[src/rtl/unary_adder_1_10.sv]
// unary_adder_1_10 -- serial unary accumulator.
// Write mode: each 1 on stream A or stream B adds one to a WIDTH-bit counter.
// Read mode: the stored count is emitted on dout as a burst of 1s, one per
// unit, and the counter is drained as it goes.
// C is a sticky overflow flag. Only rst clears it.
// Build option: define UNARY_SATURATE_EN to make the counter saturate at
// 2^WIDTH-1 on overflow. Without it, the counter wraps around.
module unary_adder_1_10 #(
  parameter int WIDTH = 10
) (
  input  logic clk,
  input  logic rst,
  input  logic en,
  input  logic read_or_write,
  input  logic A,
  input  logic B,
  output logic dout,
  output logic C
);

  // Stored unit count. It is kept under this plain name so that it can be
  // read hierarchically.
  logic [WIDTH-1:0] count;
  logic             r_dout;
  logic             r_c;

  logic [1:0]       w_inc;
  logic [WIDTH:0]   w_next;
  logic             w_ovf;
  logic             w_count_nz;
  logic [WIDTH-1:0] w_wr_count;

  // The increment for this cycle is 0, 1 or 2. The sum is formed one bit
  // wider than the counter, so the carry out shows the overflow directly.
  assign w_inc      = {1'b0, A} + {1'b0, B};
  assign w_next     = {1'b0, count} + {{(WIDTH-1){1'b0}}, w_inc};
  assign w_ovf      = w_next[WIDTH];
  assign w_count_nz = |count;

`ifdef UNARY_SATURATE_EN
  // On overflow, clamp the count at the largest representable value.
  assign w_wr_count = w_ovf ? {WIDTH{1'b1}} : w_next[WIDTH-1:0];
`else
  // On overflow, drop the carry and keep the value modulo 2^WIDTH.
  assign w_wr_count = w_next[WIDTH-1:0];
`endif

  // State update. Reset comes first. en=0 freezes the count and C and
  // quietens dout. Write mode accumulates. Read mode drains one unit per cycle.
  always_ff @(posedge clk) begin
    if (rst) begin
      count  <= '0;
      r_dout <= 1'b0;
      r_c    <= 1'b0;
    end else if (!en) begin
      r_dout <= 1'b0;
    end else if (read_or_write) begin
      if (w_count_nz) begin
        r_dout <= 1'b1;
        count  <= count - 1'b1;
      end else begin
        r_dout <= 1'b0;
      end
    end else begin
      r_dout <= 1'b0;
      count  <= w_wr_count;
      if (w_ovf) begin
        r_c <= 1'b1;
      end
    end
  end

  assign dout = r_dout;
  assign C    = r_c;

endmodule

[config.mk]
export PLATFORM = sky130hd
export DESIGN_NAME = unary_adder_1_10
export DESIGN_NICKNAME = d
export VERILOG_FILES = /design/src/rtl/unary_adder_1_10.sv
export SDC_FILE = /design/constraint.sdc
export NUM_CORES = 1
export LEC_CHECK = 0
export CELL_PAD_IN_SITES_DETAIL_PLACEMENT = 2
export CELL_PAD_IN_SITES_GLOBAL_PLACEMENT = 2
export CORE_MARGIN = 10
export CORE_UTILIZATION = 30
export CTS_CLUSTER_SIZE = 40
export DETAILED_ROUTE_END_ITERATION = 8
export PLACE_DENSITY_LB_ADDON = 0.1
export SLEW_MARGIN = 20
export SYNTH_ARGS = -nofsm -noshare
export SYNTH_HDL_FRONTEND = slang
export SYNTH_SLANG_ARGS = --single-unit
[constraint.sdc]
create_clock -name clk -period 2.33 [get_ports clk]
set_input_delay 0.3495 -clock clk [delete_from_list [all_inputs] [get_ports clk]]
set_output_delay 0.3495 -clock clk [all_outputs]
set_load 0.02 [all_outputs]
==> flow_summary.ini <==
[timing]
final.hold.worst_slack_ns = 0.487
setup_violations = 0
timing.final.crit_share_pct = 95.5
maxSlewHeadroom_pct = 75.8
fin_tns_setup_ns = 0
postLayoutSetupSlackWorst_ns = 0.105
fin_crit_ns = 2.22
fmaxAchievable_ghz = 0.450
finalHoldViolCount = 0
worstMarginPinSlew_ns = 0.362
clock-skew-final_ns = 0.00514
grt_setup_unrepaired = no
final_max_slew_viol_count = 0

[layout]
sequential_cell_area_sq_um = 241
insertedDiodeCount = 0
final_layout_size_suffix_gt1_share_pct = 35.1
layout_overhead_on_the_synthesized_area_pct = 33.2
final.fill_count = 293
final-instance-count-excl-fill = 144
post-route-cell-area_sq_mm = 0.00110
fin_util_pct = 43.2
area_taken_by_multi_input_logic_gates_sq_um = 593
finalNetCount = 124

[grt]
first_global_vias = 851
gr-total-overflow = 0
grt_antenna_before_repair = 0
grt_first_pass_wirelength_mm = 4.18
global_route.usage.total_pct = 10.4
grt_max_degree = 11

[worst_setup_path]
ff2ff_setup_slack_ns = 0.11
timing.critical_path.required_ns = 2.51
crit_path_category = register to register
worst_r2r_startpoint = count[0]
worstRegToRegCells = 7
worst-path-max-fanout = 8
worst_setup_path_startpoint = count[0]
worst_ep_arrival_time_ns = 2.41
critPathCaptureType = register
critPathLaunchType = register

[detailed_routing]
remaining_drc_errors = 0
avgRoutedWirePerCell_um = 17.3
avgViaCountPerCell = 5.35
drt_first_iter_violations = 26
drt_pass1_iterations = 4
drtAntennaViolNets = 0
totalWireLength_mm = 2.50
via_count = 770

[logic_synthesis]
yosys.area.top_type_share_pct = 29.1
syn-instance-count = 95
synthesis.area_per_instance_sq_um = 8.69
synth_top_cell_by_area = dfxtp_1
yosys_register_bits = 12
yosys-top-cells-area = dfxtp_1 (29%), mux2_4 (5.5%), nor2_1 (5.0%), nor2b_1 (3.8%), a211oi_1 (3.6%)
postSynthNetCount = 104
synth.yosys.seq_area_share_pct = 29.1
post_synth_instance_area_sq_um = 826
synth_cell_types = 36
synth_warnings = 0

[placement]
buffer_ports.inserted = 7
dpl_worst_slack_ns = -0.437
postPlaceCellArea_sq_mm = 0.00100
detailed_place_hpwl_mm = 1.97
gpl.final_weighted_congestion = 0.734
placed_instances = 140

[die]
design.die.area_sq_mm = 0.00525
die-width_um = 72.5
ios = 8
fp.dieH_um = 72.5
core_sq_mm = 0.00254
initial_core_util_pct = 32.4
rows = 18

[min_path]
hold-path-cell-count = 2
min_from = C
hold_path.class = register to register

[cts]
clkSlewWorstSetupHoldPaths_ns = 0.09
clock_path_buffers = 2
ctsHtreeMaxLevel = 1
tritoncts = done
insertion_delay_ns = 0.29
clockRootBuffer = clkbuf_4
cts_made_buffers = 3
clock-sinks = 12
buffer_count_from_post_cts_setup_fixing = 0

[power]
design_power_total_uw = 752
worst_ir_drop_vdd_v = 0.000405
p_leak_nw = 0.429
power_density_mw_per_mm2 = 684

[job]
maxCapViolCount = 0

[outcome]
run_status = finished clean
-- power breakdown --
| group | leakage, nW | switching, mW | internal, mW | total (mW) |
|---|---|---|---|---|
| registers | 0.0984 | 0.0368 | 0.233 | 0.269 |
| logic | 0.309 | 0.150 | 0.152 | 0.302 |
| clock network | 0.0210 | 0.0855 | 0.0954 | 0.181 |
-- layout make-up --
type / count / share of cell area, %
multi-input combinational: 72 / 53.9
sequential: 12 / 22.0
tap: 30 / 3.41
timing repair buffer: 19 / 15.0
inverter: 7 / 2.39
clock buffer: 4 / 3.30
-- kinds of logic after synthesis --
family	after synthesis	share of synthesized area (%)
AO/OA/AOI/OAI	21	21.1
adder cells (fa/ha/maj)	3	5.45
buffers and inverters	11	5.91
flip-flops	12	29.1
multiplexers	6	9.39
AND/OR/NAND/NOR	42	29.1
-- cells in the final DEF (no fill, tap or decap), types with 2 or more instances in the layout --
cell,count
buf_4,12
a21oi_2,2
a211oi_2,3
mux2_4,3
clkbuf_4,3
nor3_1,3
inv_2,3
inv_1,4
nor2_1,11
or3_1,4
dfxtp_1,11
nand2b_1,2
a211oi_1,2
dlymetal6s2s_1,2
or4_4,2
a21oi_1,4
nand3_1,2
nor2b_1,5
mux2_2,2
o21ai_0,4
clkdlybuf4s50_1,5
nand2_1,4
-- registers in the layout, summed over array words and instances (netlist names) --
| name | flops |
|---|---|
| count | 10 |
| C | 1 |
| dout | 1 |
-- routing by layer --
metal | GRT usage (%) | wire (um) | vias up
li1 | - | - | 381
met1 | 11.7 | 1070 | 374
met2 | 18.2 | 1290 | 10
met3 | 2.45 | 82 | 5
met4 | 4.43 | 52 | 0
met5 | 0 | 0 | -
-- cell usage after synthesis --
master	number
nor3_1	3
mux2_2	2
a21oi_1	4
or3b_4	1
nor4_1	1
nor2_1	11
or4_4	1
clkbuf_1	3
nand2_1	4
or4_1	1
ha_1	2
fa_1	1
nand4b_1	1
or3_1	4
nor2b_1	5
a211oi_2	1
mux2_4	3
o21ai_0	4
dfxtp_1	12
and3_1	1
a211oi_1	4
a21o_1	1
o32a_1	1
a21oi_2	3
nand2b_1	2
nor4bb_1	1
or3b_2	1
nand3_1	3
inv_1	7
nand3b_1	1
a41oi_1	1
mux2i_1	1
o41ai_4	1
o41a_1	1
buf_6	1
nor3b_1	1
-- path summary, 6_finish.rpt --
check | end
hold / removal | C
setup reg to reg | count[4]
hold reg to reg | C
setup / recovery | count[4]
-- timing repair --
action                     4_1_cts  5_1_grt
resized for setup                2       14
hold buffers                     0        0
setup endpoints to repair        3        5
pin swaps                        2        6
-- worst max-delay path: stages, from the launching register on --
cell	delay (ns)
dfxtp_2	0.35
inv_1	0.13
ha_1	0.22
or3b_4	0.44
o41ai_4	0.40
buf_4	0.25
a21oi_2	0.05
mux2_4	0.29
Power figures use the tool's default switching activity.
